===== config.mk =====
export PLATFORM = sky130hd
export DESIGN_NAME = hazard_ctrl
export DESIGN_NICKNAME = d
export VERILOG_FILES = /design/src/rtl/pipeline_pkg.sv /design/src/rtl/sat_counter16.sv /design/src/rtl/hazard_ctrl.sv
export SDC_FILE = /design/constraint.sdc
export NUM_CORES = 1
export LEC_CHECK = 0
export CAP_MARGIN = 20
export CELL_PAD_IN_SITES_DETAIL_PLACEMENT = 1
export CELL_PAD_IN_SITES_GLOBAL_PLACEMENT = 1
export CORE_MARGIN = 2
export CORE_UTILIZATION = 24
export DETAILED_ROUTE_END_ITERATION = 10
export HOLD_SLACK_MARGIN = 0.12
export PLACE_DENSITY_LB_ADDON = 0.2
export SKIP_LAST_GASP = 1
export SLEW_MARGIN = 5
export SYNTH_ARGS = -nofsm -noshare
export SYNTH_HDL_FRONTEND = slang
export SYNTH_SLANG_ARGS = --single-unit

===== constraint.sdc =====
create_clock -name Clk -period 3 [get_ports Clk]
set_clock_uncertainty 0.05 [all_clocks]
set_input_delay 0.6 -clock Clk [delete_from_list [all_inputs] [get_ports Clk]]
set_output_delay 0.6 -clock Clk [all_outputs]
set_load 0.02 [all_outputs]

===== src/rtl/pipeline_pkg.sv =====
// pipeline_pkg: constants and types shared by the pipeline hazard logic.
//   hz_state_e : hazard controller FSM encoding (RUN / STALL / FLUSH)
//   REG_ZERO   : architectural $zero register index (never a hazard source)
//   NOP_INSTR  : instruction word IF/ID loads when flushed
package pipeline_pkg;

    typedef enum logic [1:0] {
        HZ_RUN   = 2'd0,
        HZ_STALL = 2'd1,
        HZ_FLUSH = 2'd2
    } hz_state_e;

    localparam logic [4:0]  REG_ZERO  = 5'd0;
    localparam logic [31:0] NOP_INSTR = 32'h0000_0000;

endpackage


===== src/rtl/sat_counter16.sv =====
// sat_counter16: 16-bit up-counter that sticks at 16'hFFFF.
// Ports:
//   clk_i   : clock, rising edge
//   rst_ni  : asynchronous active-low clear
//   inc_i   : count this cycle
//   count_o : current count
module sat_counter16 (
    input  logic        clk_i,
    input  logic        rst_ni,
    input  logic        inc_i,
    output logic [15:0] count_o
);

    logic [15:0] count_q, count_d;

    always_comb begin
        count_d = count_q;
        if (inc_i && (count_q != 16'hFFFF)) begin
            count_d = count_q + 16'd1;
        end
    end

    always_ff @(posedge clk_i or negedge rst_ni) begin
        if (!rst_ni) begin
            count_q <= 16'd0;
        end else begin
            count_q <= count_d;
        end
    end

    assign count_o = count_q;

endmodule


===== src/rtl/hazard_ctrl.sv =====
// hazard_ctrl: load-use stall and taken-branch flush control for a 5-stage pipeline.
// Outputs are combinational from the FSM state and current inputs, so a hazard is
// acted on in the cycle it appears; the FSM only extends multi-cycle stalls/flushes.
// Ports:
//   Clk, Reset_n               : clock (rising edge), async active-low reset
//   IFID_rs/rt, IFID_UsesRt    : source fields of the instruction in IF/ID
//   IDEX_MemRead, IDEX_rt      : load in ID/EX and its destination register
//   BranchTaken                : branch resolved taken (from EX/MEM)
//   PCWrite, IFIDWrite         : 1 = PC / IF/ID may update
//   IFID_Flush, IDEX_Bubble    : 1 = squash IF/ID / zero ID/EX control
//   Busy                       : FSM is in STALL or FLUSH
//   StallCycles, FlushCycles   : saturating perf counters (only with HAZARD_PERF_CNT_EN)
// Build option: define HAZARD_PERF_CNT_EN to add the performance counters.
module hazard_ctrl
    import pipeline_pkg::*;
#(
    parameter int unsigned LOAD_STALL_CYCLES   = 1,
    parameter int unsigned BRANCH_FLUSH_CYCLES = 2,
    parameter int unsigned CNT_W               = 3
) (
    input  logic        Clk,
    input  logic        Reset_n,
    input  logic [4:0]  IFID_rs,
    input  logic [4:0]  IFID_rt,
    input  logic        IFID_UsesRt,
    input  logic        IDEX_MemRead,
    input  logic [4:0]  IDEX_rt,
    input  logic        BranchTaken,
    output logic        PCWrite,
    output logic        IFIDWrite,
    output logic        IFID_Flush,
    output logic        IDEX_Bubble,
    output logic        Busy
`ifdef HAZARD_PERF_CNT_EN
    ,
    output logic [15:0] StallCycles,
    output logic [15:0] FlushCycles
`endif
);

    localparam logic [CNT_W-1:0] StallReload = CNT_W'(LOAD_STALL_CYCLES - 1);
    localparam logic [CNT_W-1:0] FlushReload = CNT_W'(BRANCH_FLUSH_CYCLES - 1);
    localparam logic [CNT_W-1:0] CntOne      = CNT_W'(1);

    hz_state_e        state_q, state_d;
    logic [CNT_W-1:0] cnt_q, cnt_d;
    logic             load_use;
    logic             pc_write, ifid_write, ifid_flush, idex_bubble;

    assign load_use = IDEX_MemRead && (IDEX_rt != REG_ZERO) &&
                      ((IDEX_rt == IFID_rs) || (IFID_UsesRt && (IDEX_rt == IFID_rt)));

    always_comb begin
        state_d     = state_q;
        cnt_d       = cnt_q;
        pc_write    = 1'b1;
        ifid_write  = 1'b1;
        ifid_flush  = 1'b0;
        idex_bubble = 1'b0;

        case (state_q)
            HZ_RUN, HZ_STALL, HZ_FLUSH: begin
                if (BranchTaken) begin
                    // A taken branch wins in every state: any stalled or in-flight
                    // younger instruction is squashed, so loadUse is moot.
                    ifid_flush  = 1'b1;
                    idex_bubble = 1'b1;
                    if (BRANCH_FLUSH_CYCLES > 1) begin
                        state_d = HZ_FLUSH;
                        cnt_d   = FlushReload;
                    end else begin
                        state_d = HZ_RUN;
                        cnt_d   = '0;
                    end
                end else if (state_q == HZ_STALL) begin
                    pc_write    = 1'b0;
                    ifid_write  = 1'b0;
                    idex_bubble = 1'b1;
                    if (cnt_q <= CntOne) begin
                        state_d = HZ_RUN;
                        cnt_d   = '0;
                    end else begin
                        cnt_d = cnt_q - CntOne;
                    end
                end else if (state_q == HZ_FLUSH) begin
                    ifid_flush  = 1'b1;
                    idex_bubble = 1'b1;
                    if (cnt_q <= CntOne) begin
                        state_d = HZ_RUN;
                        cnt_d   = '0;
                    end else begin
                        cnt_d = cnt_q - CntOne;
                    end
                end else if (load_use) begin
                    pc_write    = 1'b0;
                    ifid_write  = 1'b0;
                    idex_bubble = 1'b1;
                    if (LOAD_STALL_CYCLES > 1) begin
                        state_d = HZ_STALL;
                        cnt_d   = StallReload;
                    end
                end
            end
            default: begin
                state_d = HZ_RUN;
                cnt_d   = '0;
            end
        endcase
    end

    always_ff @(posedge Clk or negedge Reset_n) begin
        if (!Reset_n) begin
            state_q <= HZ_RUN;
            cnt_q   <= '0;
        end else begin
            state_q <= state_d;
            cnt_q   <= cnt_d;
        end
    end

    // Reset forces a frozen, fully squashed pipeline regardless of inputs.
    assign PCWrite     = Reset_n & pc_write;
    assign IFIDWrite   = Reset_n & ifid_write;
    assign IFID_Flush  = ~Reset_n | ifid_flush;
    assign IDEX_Bubble = ~Reset_n | idex_bubble;
    assign Busy        = Reset_n & (state_q != HZ_RUN);

`ifdef HAZARD_PERF_CNT_EN
    sat_counter16 u_stall_cnt (
        .clk_i   (Clk),
        .rst_ni  (Reset_n),
        .inc_i   (~PCWrite),
        .count_o (StallCycles)
    );

    sat_counter16 u_flush_cnt (
        .clk_i   (Clk),
        .rst_ni  (Reset_n),
        .inc_i   (IFID_Flush),
        .count_o (FlushCycles)
    );
`endif

endmodule


=== Yosys cells after proc, flatten, opt, wreduce, memory -nomap -nowiden ===
Index checks and enable logic that the tools add are counted.

* Bits in read-only memories: 0
* Latch bits: 0
* Input port bits: 20
* Memory bits (writable): 0
* Bits in registers: 5
* Output and inout bits: 5
* Memories: 0

* Reduce and logical (&&, ||, !) cells: 8
* Divide/modulo/power cells: 0
* $lt $le $gt $ge: 1
* $mul: 0
* Bitwise logic cells: 5
* Add/sub/neg operators: 1
* Shift operators: 0
* Mux-type cells: 24
* Equal/unequal tests: 5

{| class="wikitable"
|+ Operators by type and width
! operator !! count
|-
| 3-bit 2-to-1 mux || 5
|-
| 1-bit 2-to-1 mux || 14
|-
| 5-bit equality test || 2
|-
| 2-bit 2-to-1 mux || 5
|-
| 5-bit nonzero test || 1
|-
| 4-bit inequality test, second input constant || 1
|-
| 3-bit by 1-bit less-or-equal comparator with 1-bit output, second input constant || 1
|-
| 1-bit logical AND || 3
|-
| 3-bit OR reduction || 1
|-
| 3-bit by 1-bit subtractor with 3-bit output, second input constant || 1
|-
| 1-bit AND || 2
|-
| 2-bit by 1-bit equality test with 1-bit output, second input constant || 1
|-
| 2-bit equality test, second input constant || 1
|-
| 2-bit zero test || 1
|-
| 1-bit bitwise OR || 2
|-
| 2-bit nonzero test || 1
|-
| 1-bit logical OR || 1
|-
| 1-bit inverter || 1
|}

=== Longest topological paths before layout ===
* Depth after elaboration: 10
* Mapped depth: 6
* Mapped depth without buffers: 6

=== Least setup slack after synthesis ===
OpenSTA, ideal clock, no wires.

* Path kind: input -> output
* Start: input port IDEX_rt[3]
* End: output port PCWrite
* Data arrival time: 1.813 ns
* Data required time: 2.350 ns
* Slack: 0.537 ns
* Cell stages on the path: 5
* Cells stage by stage: xor2_1 nor4_2 a32oi_1 o41a_1 buf_4

* Cells in the longest elaborated chain, start to end: 10
* Elaborated cells on any way between the ends: 13
* Those cells by class: eq/ne (2); mux (5); bitwise (1); reduce/logical (5)

{| class="wikitable"
|+ Ends and longest elaborated chain
! what !! line !! text
|-
| start: declaration || hazard_ctrl.sv:27 || <nowiki>input logic [4:0] IDEX_rt,</nowiki>
|-
| 5-bit equality test || hazard_ctrl.sv:51 || <nowiki>((IDEX_rt == IFID_rs) || (IFID_UsesRt && (IDEX_rt == IFID_rt)));</nowiki>
|-
| 1-bit logical AND || hazard_ctrl.sv:51 ||
|-
| 1-bit logical OR || hazard_ctrl.sv:51 ||
|-
| 1-bit logical AND (*) || hazard_ctrl.sv:50 || <nowiki>assign load_use = IDEX_MemRead && (IDEX_rt != REG_ZERO) &&</nowiki>
|-
| 1-bit 2-to-1 mux (*) (5 in a row) || n/a ||
|-
| 1-bit AND (*) || n/a ||
|-
| end: declaration || hazard_ctrl.sv:29 || <nowiki>output logic PCWrite,</nowiki>
|}

Every way passes the cells marked *; elsewhere a longest branch is shown, timed or not.

=== Final worst setup path ===
* Start: input port IDEX_rt[3]
* End: output port PCWrite

* Cells in the longest elaborated chain, start to end: 10
* Elaborated cells on any way between the ends: 13
* Those cells by class: eq/ne (2); mux (5); bitwise (1); reduce/logical (5)

{| class="wikitable"
|+ Ends and longest elaborated chain
! what !! line !! text
|-
| 5-bit equality test || hazard_ctrl.sv:51 ||
|-
| 1-bit logical AND || hazard_ctrl.sv:51 ||
|-
| 1-bit logical OR || hazard_ctrl.sv:51 ||
|-
| 1-bit logical AND (*) || hazard_ctrl.sv:50 ||
|-
| 1-bit 2-to-1 mux (*) || hazard_ctrl.sv:94 || <nowiki>end else if (load_use) begin</nowiki>
|-
| 1-bit 2-to-1 mux (*) || hazard_ctrl.sv:85 || <nowiki>end else if (state_q == HZ_FLUSH) begin</nowiki>
|-
| 1-bit 2-to-1 mux (*) || hazard_ctrl.sv:75 || <nowiki>end else if (state_q == HZ_STALL) begin</nowiki>
|-
| 1-bit 2-to-1 mux (*) || hazard_ctrl.sv:63 || <nowiki>if (BranchTaken) begin</nowiki>
|-
| 1-bit 2-to-1 mux (*) || hazard_ctrl.sv:61 || <nowiki>case (state_q)</nowiki>
|-
| 1-bit AND (*) || hazard_ctrl.sv:122 || <nowiki>assign PCWrite = Reset_n & pc_write;</nowiki>
|}

Marks and branches as above.

==> flow_metrics.env <==
export IMPL_status="complete, no violations"
export IMPL_final_nets=100
export IMPL_clkSlewWorstSetupHoldPaths_ns=0.04
export IMPL_area_growth_pct=81.8
export IMPL_crit_path_end_kind="primary output"
export IMPL_grt_max_degree=9
export IMPL_criticalPathCategory="in -> out"
export IMPL_ys_ff_latch=4
export IMPL_crit_fanout=3
export IMPL_max_freq_ghz=0.345
export IMPL_globalRouteTotalUtil=0.122
export IMPL_yosys_area_top_type="dfrtp_1"
export IMPL_yosys_warnings=0
export IMPL_p_leak_nw=0.297
export IMPL_wirelength_mm=1.10
export IMPL_first_pass_iters=2
export IMPL_min_path_type="reg -> reg"
export IMPL_fp_dieW_um=43.7
export IMPL_port_buffers=24
export IMPL_start_util=0.254
export IMPL_overflow=0
export IMPL_syn_inst=44
export IMPL_syn_nets=66
export IMPL_hold_buffers=0
export IMPL_cts_tree="yes"
export IMPL_pwr_density_cell_nw_per_um2=314
export IMPL_nFillCells=183
export IMPL_cts_num_sinks=4
export IMPL_finalSetupViolations=0
export IMPL_synth_area_um2=378
export IMPL_num_rows=14
export IMPL_root_buffer="clkbuf_4"
export IMPL_dp_cells=89
export IMPL_ir_worst_vdd_mv=0.201
export IMPL_tightest_slew_ns=0.224
export IMPL_final_core_util=0.461
export IMPL_antenna_left=0
export IMPL_post_route_min_period_ns=2.90
export IMPL_gp_congestion=0.755
export IMPL_route_vias_total=434
export IMPL_die_h_um=43.7
export IMPL_clock_path_buffers=2
export IMPL_synth_distinct_cells=21
export IMPL_hold_violations=0
export IMPL_diodes=0
export IMPL_first_global_vias=432
export IMPL_drv_slew=0
export IMPL_drc=0
export IMPL_insertion_delay_ns=0.23
export IMPL_grt_antenna_before_repair=0
export IMPL_start_kind="input pin"
export IMPL_grt_pass1_wl_mm=1.69
export IMPL_dp_hpwl_mm=1.02
export IMPL_cts_buffers=3
export IMPL_critical_path_arrival_ns=2.25
export IMPL_cp_required_ns=2.35
export IMPL_seq_area_frac_synth=0.265
export IMPL_synth_top_area_frac=0.265
export IMPL_p_total_uw=216
export IMPL_dieArea_um2=1910
export IMPL_rsz0062_at_grt="false"
export IMPL_post_cts_buffers=0
export IMPL_synthTopCellsByArea="dfrtp_1 (26%), xor2_1 (21%), ha_1 (6.6%)"
export IMPL_slew_headroom=0.849
export IMPL_final_cells=92
export IMPL_max_cap_viol_count=0
export IMPL_via_per_inst=4.72
export IMPL_drive_above_1_share=0.184
export IMPL_drt_iter0_drc=3
export IMPL_fin_crit_sh=0.967
export IMPL_core_um2=1490
export IMPL_postSynthAreaPerCell_um2=8.59
export IMPL_routedWlPerCell_um=12.0
export IMPL_htree_levels=1
export IMPL_pin_count=25
flip-flops by register name, summed over array words and instances (netlist names):
| name | cells |
|---|---|
| cnt_q | 3 |
| state_q | 1 |
path summary, 6_finish.rpt:
kind	start	endpoint	slack (ns)	cells after the start
setup / recovery	IDEX_rt[3]	PCWrite	0.1	6
hold / removal	cnt_q[2]$_DFFE_PN0P_	cnt_q[2]$_DFFE_PN0P_	0.51	2
setup reg to reg	cnt_q[0]$_DFFE_PN0P_	cnt_q[0]$_DFFE_PN0P_	1.68	5
hold reg to reg	cnt_q[2]$_DFFE_PN0P_	cnt_q[2]$_DFFE_PN0P_	0.51	2
max in group asynchronous	Reset_n	cnt_q[0]$_DFFE_PN0P_	2.14	2
min in group asynchronous	Reset_n	cnt_q[1]$_DFFE_PN0P_	0.66	2
synthesized netlist by cell type:
cell	instances
or4_1	1
dfrtp_1	4
a32oi_1	1
ha_1	2
buf_4	1
o41a_1	1
and2_1	1
xor2_1	9
nand2_1	4
nor2b_1	1
a21oi_1	1
nor3_1	2
inv_1	3
o211ai_1	1
xnor2_1	1
nor2_1	4
nand2b_1	2
o21ai_0	1
nor4_2	1
o21bai_1	2
a2bb2oi_1	1
per-stage QoR:
stage | hold slack [ns] | cell area (um^2) | TNS (ns) | setup slack (ns)
4_1_cts | 0.514 | 691 | -0.0831 | -0.0831
5_1_grt | 0.547 | 687 | 0 | 0.0208
3_5_place_dp | 0.507 | 676 | -0.926 | -0.329
3_3_place_gp | 0.483 | 676 | -0.758 | -0.265
2_1_floorplan | 0.254 | 378 | 0 | 0.537
6_report | 0.506 | 687 | 0 | 0.0983
area by class of cell:
class	count	area, um^2	share of cell area
Multi-Input combinational cell	36	263	0.383
Sequential cell	4	100	0.146
Timing Repair Buffer	30	270	0.393
Clock buffer	3	22.5	0.0328
Tap cell	16	20.0	0.0291
Inverter	3	11.3	0.0164
where the power goes:
part	internal [mW]	switching (mW)	total (mW)
sequential	0.0590	0.00631	0.0653
clock	0.0445	0.0195	0.0640
combinational	0.0500	0.0366	0.0866
total	0.154	0.0624	0.216
cells in the final DEF, fill, tap and decap left out:
cell             count
a32oi_1              1
clkbuf_2             2
clkbuf_4             3
o21bai_1             2
nand2b_1             2
or4_1                1
nor2b_1              1
o41a_1               1
buf_2                1
o21ai_2              1
xnor2_1              1
ha_1                 2
dfrtp_1              4
nor3_1               2
clkdlybuf4s50_1     21
nor2_1               4
o211ai_1             1
xor2_1               9
inv_1                3
a21oi_1              1
buf_4                6
a2bb2oi_1            1
nand2_1              4
nor4_2               1
and2_1               1
metal layers:
layer,global-route usage,wire length (um),part of all wire,up-vias
met2,0.200,522,0.47,21
met4,0.0364,0,0,0
li1,-,-,-,215
met1,0.132,464,0.42,198
met5,0,0,0,-
met3,0.0708,116,0.11,0
logic make-up (layout without fill, tap and decap cells):
group	after synthesis	after routing	share of synthesized area
and+or+nand+nor	16	16	0.225
buffers and inverters	4	36	0.0497
DFF	4	4	0.265
AOI/OAI and AO/OA	8	8	0.162
adders and majority gates	2	2	0.0662
xor gates and xnor gates	10	10	0.232
critical path, stage by stage:
cell and delay (ns):
clkdlybuf4s50_1 0.45, xor2_1 0.18, nor4_2 0.29, a32oi_1 0.16, o41a_1 0.40, buf_2 0.17
what timing repair did:
item	4_1_cts	5_1_grt
endpoints found under the setup margin	3	2
gates cloned	0	0
pin swaps	1	0
gates resized for setup	7	5
Note: power is estimated with default switching activity, not from simulation.
